File: src/rtl/arashi_mem_wr_ctrl.sv
// arashi_mem_wr_ctrl
// Ring-buffer controller between the thread cache/arbiter and an external
// SRAM. Accepted cache words are tagged with their thread id and written at a
// wrapping write pointer; an in-order drain port returns them with a fixed
// two-cycle latency. Occupancy (count) drives back-pressure, while the
// committed count (words physically in SRAM) gates reads.

module arashi_mem_wr_ctrl #(
  parameter int DATA_WIDTH       = 32,
  parameter int MEM_WIDTH        = 10,
  parameter int THREAD_NUM_WIDTH = 2
) (
  input  logic                                   clk,
  input  logic                                   rst,
  input  logic                                   rcache,
  input  logic [THREAD_NUM_WIDTH-1:0]            toread,
  input  logic [DATA_WIDTH-1:0]                  cache2mem,
  output logic                                   stall,
  input  logic                                   flush,
  output logic                                   sram_we,
  output logic [MEM_WIDTH-1:0]                   sram_waddr,
  output logic [DATA_WIDTH+THREAD_NUM_WIDTH-1:0] sram_wdata,
  output logic                                   sram_re,
  output logic [MEM_WIDTH-1:0]                   sram_raddr,
  input  logic [DATA_WIDTH+THREAD_NUM_WIDTH-1:0] sram_rdata,
  input  logic                                   rd_req,
  output logic                                   rd_valid,
  output logic [DATA_WIDTH-1:0]                  rd_data,
  output logic [THREAD_NUM_WIDTH-1:0]            rd_tid,
  output logic [MEM_WIDTH:0]                     count,
  output logic                                   overflow
);

  localparam int              DEPTH = 1 << MEM_WIDTH;
  localparam logic [MEM_WIDTH:0] FULL = (MEM_WIDTH+1)'(DEPTH);
  localparam logic [MEM_WIDTH:0] ONE  = (MEM_WIDTH+1)'(1);

  logic [MEM_WIDTH-1:0]        wptr;
  logic [MEM_WIDTH-1:0]        rptr;
  logic [MEM_WIDTH:0]          committed;
  logic                        wr_acc;
  logic                        rd_acc;
  logic [DATA_WIDTH-1:0]       rd_data_q;
  logic [THREAD_NUM_WIDTH-1:0] rd_tid_q;

  // Full is judged from occupancy alone; pointers may be equal when full or empty.
  // NOTE: continuous assigns and fully-specified expressions cannot infer latches.
  assign stall  = (count == FULL);
  assign wr_acc = rcache && !stall && !flush;
  assign rd_acc = rd_req && (committed != '0) && !flush;

  // The SRAM returns data in the cycle rd_valid is high, so the drained word is
  // passed straight through then and held from a register otherwise.
  assign rd_data = rd_valid ? sram_rdata[DATA_WIDTH-1:0] : rd_data_q;
  assign rd_tid  = rd_valid ? sram_rdata[DATA_WIDTH+THREAD_NUM_WIDTH-1:DATA_WIDTH] : rd_tid_q;

  // Pointers, occupancy, SRAM request stages and sticky overflow.
  // NOTE: all state uses non-blocking assignments so every register samples
  // pre-edge values regardless of statement order.
  always_ff @(posedge clk or posedge rst) begin
    if (rst) begin
      wptr       <= '0;
      rptr       <= '0;
      count      <= '0;
      committed  <= '0;
      overflow   <= 1'b0;
      sram_we    <= 1'b0;
      sram_waddr <= '0;
      sram_wdata <= '0;
      sram_re    <= 1'b0;
      sram_raddr <= '0;
      rd_valid   <= 1'b0;
    end else if (flush) begin
      // Flush empties the ring and cancels every in-flight stage.
      wptr      <= '0;
      rptr      <= '0;
      count     <= '0;
      committed <= '0;
      overflow  <= 1'b0;
      sram_we   <= 1'b0;
      sram_re   <= 1'b0;
      rd_valid  <= 1'b0;
    end else begin
      sram_we <= wr_acc;
      if (wr_acc) begin
        sram_waddr <= wptr;
        sram_wdata <= {toread, cache2mem};
        wptr       <= wptr + MEM_WIDTH'(1);
      end

      sram_re <= rd_acc;
      if (rd_acc) begin
        sram_raddr <= rptr;
        rptr       <= rptr + MEM_WIDTH'(1);
      end

      rd_valid <= sram_re;

      if (rcache && stall) begin
        overflow <= 1'b1;
      end

      // Occupancy counts accepted words.
      case ({wr_acc, rd_acc})
        2'b10:   count <= count + ONE;
        2'b01:   count <= count - ONE;
        default: count <= count;
      endcase

      // Committed counts words actually written into the SRAM.
      case ({sram_we, rd_acc})
        2'b10:   committed <= committed + ONE;
        2'b01:   committed <= committed - ONE;
        default: committed <= committed;
      endcase
    end
  end

  // Capture each drained word so rd_data/rd_tid hold between pulses.
  always_ff @(posedge clk or posedge rst) begin
    if (rst) begin
      rd_data_q <= '0;
      rd_tid_q  <= '0;
    end else if (rd_valid) begin
      rd_data_q <= sram_rdata[DATA_WIDTH-1:0];
      rd_tid_q  <= sram_rdata[DATA_WIDTH+THREAD_NUM_WIDTH-1:DATA_WIDTH];
    end
  end

endmodule

File: config.mk
export PLATFORM = sky130hd
export DESIGN_NAME = arashi_mem_wr_ctrl
export DESIGN_NICKNAME = d
export VERILOG_FILES = /design/src/rtl/arashi_mem_wr_ctrl.sv
export SDC_FILE = /design/constraint.sdc
export NUM_CORES = 1
export LEC_CHECK = 0
export BUFFER_PORTS_ARGS = -buffer_cell sky130_fd_sc_hd__buf_4
export CAP_MARGIN = 0
export CORE_UTILIZATION = 30
export DETAILED_ROUTE_END_ITERATION = 10
export HOLD_SLACK_MARGIN = 0.03
export SYNTH_ARGS = -nofsm -noshare
export SYNTH_HDL_FRONTEND = slang
export SYNTH_SLANG_ARGS = --single-unit
File: constraint.sdc
create_clock -name clk -period 4.9 [get_ports clk]
set_clock_uncertainty 0.05 [all_clocks]
set_input_delay 1.47 -clock clk [delete_from_list [all_inputs] [get_ports clk]]
set_output_delay 1.47 -clock clk [all_outputs]
set_load 0.02 [all_outputs]
==> metrics, run 1 <==
status finished, final reports clean; Post-Syn Area approximately 6300 sq um; Syn Nets 599; Tcrit/Tclk final 0.798; clock root buffer master clkbuf_16; leading area contributor after synthesis dfrtp_1; FF+latch count, synth about 130; Routed WL 14200 um; Hold Buf Count CTS 0; leakage power just over 4 nW; share of the yosys chip area belonging to registers 0.533; most frequent cells in the layout buf_4, dfrtp_1, mux2_2; ANT nets after route 0; total track usage 0.139; internal reg-to-reg setup slack 1.22 ns; Critical Path Slowest Stage Cell or4b_4; commonest non-fill, non-tap cell in the layout buf_4; clock sinks between 100 and 150; Avg Inst Size Synth around 12 sq um; nets 781; CTS clk-pin slew, worst paths roughly 0.06 ns; type of origin of the critical path input port; CP delay by family, top compound AO/OA/AOI/OAI gates; reg-to-reg endpoint count[9]$_DFFE_PP0P_; WHS 0.440 ns; CP Cell Sequence buf_4 -> inv_1 -> a31oi_4 -> nor2b_1 -> o21ai_0 -> inv_1 -> ha_1 -> a21oi_2 -> nor2b_1 -> a311oi_2 -> a21oi_2 -> or4b_4 -> a311oi_2; reg2reg start count[3]$_DFFE_PP0P_; Power Density 580 nW/um^2; # rows 52; design area 8530 sq um; Fill cells about 2.0k; Final Max Slew Viols 0; vias in the first global route approximately 4.6k; ys async rst share 1.00; DPL Wire Length ~10000 um; WL/cell 14.6 um; Final min period just under 4 ns; Yosys top cell area share 0.533; Die Height 147 um; Worst Path Buf+Inv 3; Post-synth EDFFs 0; initial antenna violation count 0; clock buffer depth 2; Post-Synthesis Cells 504; first-pass GRT wire length around 24000 um; Reg2Reg Depth 11; worst endpoint required time 5.17 ns; cts bufs inserted 17; Placement Cell Area 7900 sq um; I/O Buffers 176; MaxCap Viol Count 0; Hold Vio Cnt, Final 0; drt pass-1 iters 4; CP endpoint count[9]$_DFFE_PP0P_; Hold WC Path Type reg -> reg; H-tree depth 4; Critical Path Max Stage Delay approximately 0.53 ns; Vias around 4.5k; cts repair resizes 0; Fin Setup TNS 0 ns; Die W approximately 150 um; ranking of synthesized cells by area dfrtp_1, mux2_2, ha_1; CP arrival about 4.2 ns; Crit Path Max Fanout 9; Yosys cell types 61; crit path kind in -> reg; unrepaired setup endpoints after global routing no; CP Depth 13; largest net degree at the start of global routing 53; DR vias/cell 4.67; Syn-to-layout area delta 35.5%; final setup violation count 0; global placement routability congestion 0.825; core area 20400 sq um; # IOs 177; share of post-route cells with drive strength above 1 0.455; Worst-Skew Late Latency 0.41 ns; Starting Density 0.308; Critical Path Source rd_req; prevailing post-synth register cell dfrtp_1; Yosys Warn Count 0; CTS tree built; Slew @ Worst Pin 0.856 ns; drt drc 0; GRT overflow 0; # diodes 0; die area 21600 sq um; postcts setup bufs 0; achievable clock frequency 256 MHz; CP Capture Type flip-flop; peak supply drop 0.247 mV; initial DRC count 157; max_slew headroom 0.427
## registers in the layout, summed over array words and instances, names as in the netlist
name and flops:
sram_re 1, count 11, sram_we 1, sram_wdata 34, sram_waddr 10, wptr 10
rptr 10, rd_valid 1, overflow 1, committed 11, rd_data_q 32, sram_raddr 10
rd_tid_q 2
## routing by layer
metal / vias to the layer above / part of all wire / track usage
met1: 2233 / 0.45 / 0.171
met5: - / 0 / 0
li1: 2154 / - / -
met3: 11 / 0.052 / 0.0441
met2: 126 / 0.49 / 0.231
met4: 0 / 0.0083 / 0.0422
## logic make-up after synthesis
logic type | share of synthesized area
buf+inv | 0.0258
compound gates | 0.0771
flops | 0.533
xor+xnor | 0.0417
mux | 0.169
simple gates | 0.108
fa+ha+maj | 0.0461
## worst register-to-register path: cells and delay by family, from the launching register on
kind / cells / cell delay (ns)
AOI/OAI and AO/OA: 5 / 1.04
adders and majority gates: 1 / 0.37
buffers and inverters: 1 / 0.30
DFF: 1 / 0.43
and+or+nand+nor: 4 / 1.42
## worst min-delay path by stage
stage                          startpoint                    endpoint  slack (ns)  cells past startpoint
2_1_floorplan         rptr[9]$_DFFE_PP0P_         rptr[9]$_DFFE_PP0P_        0.45                      2
3_3_place_gp    sram_waddr[1]$_DFFE_PP0P_   sram_waddr[1]$_DFFE_PP0P_        0.43                      1
3_5_place_dp   sram_wdata[32]$_DFFE_PP0P_  sram_wdata[32]$_DFFE_PP0P_        0.43                      1
4_1_cts        sram_wdata[32]$_DFFE_PP0P_  sram_wdata[32]$_DFFE_PP0P_        0.45                      1
5_1_grt        sram_wdata[32]$_DFFE_PP0P_  sram_wdata[32]$_DFFE_PP0P_        0.46                      1
6_report        sram_waddr[2]$_DFFE_PP0P_   sram_waddr[2]$_DFFE_PP0P_        0.44                      1
## synthesized netlist by cell type (all sizes together) (5+ instances only)
master and count:
a211oi 6, a21oi 21, and3 6, buf 9, clkbuf 10, dfrtp 134, ha 20, inv 11
mux2 88, mux2i 7, nand2 19, nand2b 6, nand3 10, nor2 44, nor2b 7, nor3 6
o21ai 13, or3 5, xnor2 16, xor2 14
## where the power goes
part / internal, mW / leakage [nW] / switching, mW / total (mW)
clock network: 0.830 / 0.306 / 0.515 / 1.34
logic: 0.916 / 2.03 / 1.06 / 1.98
registers: 1.42 / 1.70 / 0.197 / 1.62
total: 3.16 / 4.04 / 1.78 / 4.94
## through the flow
stage / total power, mW / worst slack (ns) / util / std cells
after global placement: 3.59 / 0.626 / 0.387 / 937
final: 4.94 / 0.988 / 0.417 / 969
after detailed placement: 3.64 / 0.535 / 0.387 / 937
after global routing: 5.26 / 0.812 / 0.417 / 969
after floorplan: 2.93 / 0.480 / - / 504
after CTS: 5.02 / 0.996 / 0.417 / 969
## final cells by class
| type | instances | area [sq um] | area share |
|---|---|---|---|
| Inverter | 11 | 45.0 | 0.00528 |
| Tap cell | 270 | 338 | 0.0396 |
| Timing Repair Buffer | 183 | 1390 | 0.163 |
| Clock inverter | 14 | 186 | 0.0219 |
| Sequential cell | 134 | 3350 | 0.393 |
| Clock buffer | 18 | 439 | 0.0515 |
| Multi-Input combinational cell | 339 | 2780 | 0.326 |
Power figures use the tool's default switching activity.
==> run 2: changes to the inputs <==
--- a/config.mk
+++ b/config.mk
@@ -5,6 +5,7 @@
 export SDC_FILE = /design/constraint.sdc
 export NUM_CORES = 1
 export LEC_CHECK = 0
+export ABC_AREA = 1
 export BUFFER_PORTS_ARGS = -buffer_cell sky130_fd_sc_hd__buf_4
 export CAP_MARGIN = 0
 export CORE_UTILIZATION = 30
==> constraint.sdc (replaced) <==
create_clock -name clk -period 3.6 [get_ports clk]
set_clock_uncertainty 0.05 [all_clocks]
set_input_delay 1.08 -clock clk [delete_from_list [all_inputs] [get_ports clk]]
set_output_delay 1.08 -clock clk [all_outputs]
set_load 0.02 [all_outputs]
==> run 2 against run 1 <==
Combinational power up 28%. Synthesized cell count up 39%. Worst hold slack worse by 0.018 ns. First-iteration DRC count down 2.5%. Total power up 31%. Sequential share of layout area down 0.65 points. Sequential power up 32%. Die area up 3.0%. Setup slack worse by 0.27 ns. Largest cell class unchanged. Clock power up 33%. Flip-flop and latch count unchanged. Design area up 1.7%.
==> metrics, run 2 <==
Critical Path Max Stage Delay 0.44 ns (-0.09 ns); drt pass-1 iters 4 (unchanged); most frequent cells in the layout nand2_1, buf_4, dfrtp_1; Yosys cell types 43 (-30%); GRT overflow 0 (unchanged); CTS tree built; Die Height 149 um (+1.5%); compound-cell area share of the yosys netlist 0.0830 (+0.00583); Syn-to-layout area delta 33.7%; Flop pwr share 0.331 (+0.004); CP Capture Type output port; Tcrit/Tclk final 0.800; leading area contributor after synthesis dfrtp_1; CP arrival 1.75 ns (-2.44 ns); Die W 149 um (+1.5%); Power Density 745 nW/um^2 (+29%); synth cell count leaders nand2_1, dfrtp_1, inv_1, mux2_2, nor2_1; Syn Nets 795 (+33%); max FFs per register 34 (unchanged); vias in the first global route 5179 (+12%); Post-synth EDFFs 0 (unchanged); initial DRC count 153 (-2.5%); MaxCap Viol Count 0 (unchanged); crit path kind reg -> out; Final Max Slew Viols 0 (unchanged); CP delay by family, top simple AND/OR/NAND/NOR gates; multi-input logic area 2720 sq um (-1.9%); switch share 0.378 (+0.0187); type of origin of the critical path flip-flop; ranking of synthesized cells by area dfrtp_1, nand2_1, mux2_2; final setup violation count 0 (unchanged); prevailing post-synth register cell dfrtp_1; clock sinks 134 (unchanged); share of post-route cells with drive strength above 1 0.314 (-0.141); largest net degree at the start of global routing 76 (+43%); clock buffer depth 2 (unchanged); I/O Buffers 176 (unchanged); unrepaired setup endpoints after global routing no; postcts setup bufs 0 (unchanged); count leader, synth nand2_1; nets 975 (+25%); ys async rst share 1.00 (unchanged); share of the yosys chip area belonging to registers 0.517 (-0.0157); Starting Density 0.308 (-0.000536); Vias 5223 (+15%); H-tree depth 4 (unchanged); Avg Inst Size Synth 9.26 sq um (-26%); Routed WL 16500 um (+16%); status finished, final reports clean; Comb power frac 0.394 (-0.007); drt drc 0 (unchanged); CTS clk-pin slew, worst paths 0.07 ns (about the same); Fin Setup TNS 0 ns (unchanged); Biggest register sram_wdata; Post-Synthesis Cells 700 (+39%); Sequential Area 3350 sq um (unchanged); # rows 53 (+1.9%); xor/xnor cell area share of the yosys netlist 0.0230 (-0.0188); max_slew headroom 0.534 (+0.107); total track usage 0.154 (+0.0152); WL/cell 14.1 um (-3.5%); DPL Wire Length 12200 um (+21%); ANT nets after route 0 (unchanged); achievable clock frequency 347 MHz; FF+latch count, synth 134 (unchanged); Crit Path Max Fanout 4 (-5); largest registers sram_wdata x34, rd_data_q x32; Power, Total 6.46 mW (+31%); cts repair resizes 0 (unchanged); Slew @ Worst Pin 0.699 ns (-0.158 ns); Worst Path Buf+Inv 1 (-2); Clock power frac 0.275 (+0.003); mux contribution to synthesized area 0.0590 (-0.110); Final min period ~2.9 ns; CP Cell Sequence nor2_1 -> nand2_1 -> nor4_1 -> buf_4; Post-Synth Adder-Cell Area 0.0448 (-0.00136); Synth Area in Simple Gates 0.210 (+0.103); # diodes 0 (unchanged); leakage power 4.35 nW (+7.8%); initial antenna violation count 0 (unchanged); Post-Syn Area 6480 sq um (+3.0%); Power Internal 4.02 mW (+27%); peak supply drop 0.267 mV (+8.2%); core area 21100 sq um (+3.2%); Yosys top cell area share 0.517 (-0.0157); switching power 2.44 mW (+38%); global placement routability congestion 0.856 (+3.8%); Fill cells 2164 (+10%); worst endpoint required time 2.47 ns (-2.70 ns); # IOs 177 (unchanged); commonest non-fill, non-tap cell in the layout nand2_1; clock root buffer master clkbuf_16; Hold WC Path Type reg -> reg; Critical Path Slowest Stage Cell nor4_1; Hold Vio Cnt, Final 0 (unchanged); die area 22200 sq um (+3.0%); Worst-Skew Late Latency 0.42 ns (about the same); main combinational cell family by area after synthesis simple AND/OR/NAND/NOR gates; Hold Buf Count CTS 0 (unchanged); Yosys Warn Count 0 (unchanged); cts bufs inserted 17 (unchanged); first-pass GRT wire length 26500 um (+12%); DR vias/cell 4.47 (-4.2%)
run 2: changes by cell type after synthesis, sizes merged, moves of 6 or more:
cell	delta
nand2b	-6
nand3	+15
nand2	+208
mux2i	-7
xnor2	-12
nor2	-8
a211oi	-6
nor2b	-7
o21ai	+37
mux2	-54
inv	+56
clkbuf	-8
buf	+11
nand4	+7
run 2: metal layers:
metal	wire length (um)	track usage
met3	1270	0.0450
met1	7420	0.193
met5	0	0
met4	206	0.0520
met2	7600	0.251
run 2: power by group through the flow:
stage	clock network, mW	registers [mW]	logic [mW]
after floorplan	0	2.30	1.52
after global placement	0	2.16	2.55
after detailed placement	0	2.17	2.58
after CTS	1.83	2.15	2.58
after global routing	1.90	2.19	2.79
final	1.78	2.14	2.54
run 2: kinds of logic (layout without fill, tap and decap cells):
group,count (synthesis),count (layout)
buffers and inverters,89,282
adder cells (fa/ha/maj),22,22
multiplexers,34,34
AO/OA/AOI/OAI,89,89
flip-flops,134,134
AND/OR/NAND/NOR,315,315
XOR/XNOR,17,17
run 2: final timing paths:
| kind | start | end | slack, ns | depth (start not counted) |
|---|---|---|---|---|
| worst max-delay path | count[8]$_DFFE_PP0P_ | stall | 0.72 | 4 |
| worst min-delay path | sram_wdata[30]$_DFFE_PP0P_ | sram_wdata[30]$_DFFE_PP0P_ | 0.42 | 2 |
| worst max register to register | count[0]$_DFFE_PP0P_ | count[6]$_DFFE_PP0P_ | 0.85 | 13 |
| worst min register to register | sram_wdata[30]$_DFFE_PP0P_ | sram_wdata[30]$_DFFE_PP0P_ | 0.42 | 2 |
| max in group asynchronous | rst | sram_wdata[13]$_DFFE_PP0P_ | 2.09 | 3 |
| min in group asynchronous | rst | sram_wdata[30]$_DFFE_PP0P_ | 0.50 | 2 |
run 2: stage by stage:
step           instances  cell area (sq um)  setup slack, ns  hold WS (ns)  utilization
6_report            1168               8670            0.719         0.421        0.411
5_1_grt             1168               8670            0.596         0.433        0.411
4_1_cts             1168               8670            0.636         0.425        0.411
3_5_place_dp        1136               8070            0.347         0.410        0.382
3_3_place_gp        1136               8070            0.393         0.405        0.382
2_1_floorplan        700               6490            0.543         0.426            -
run 2: area by class of cell:
type	count	area share
clock buffers	18	0.0507
multi-input cells	477	0.314
flip-flops and latches	134	0.387
repair buffers	183	0.160
inverters	67	0.0297
clock inverters	14	0.0189
well taps	275	0.0397
run 2: worst reg2reg max path, stage by stage, from the launching register on:
cell and delay, ns:
dfrtp_1 0.45, nor2_1 0.12, nand2_1 0.11, nor2_2 0.10, nand2_2 0.07, nand2_2 0.09, nand3_4 0.11, inv_1 0.27
ha_1 0.34, a21oi_1 0.21, o21ai_0 0.20, a21oi_1 0.22, xor2_1 0.19, o22ai_2 0.09
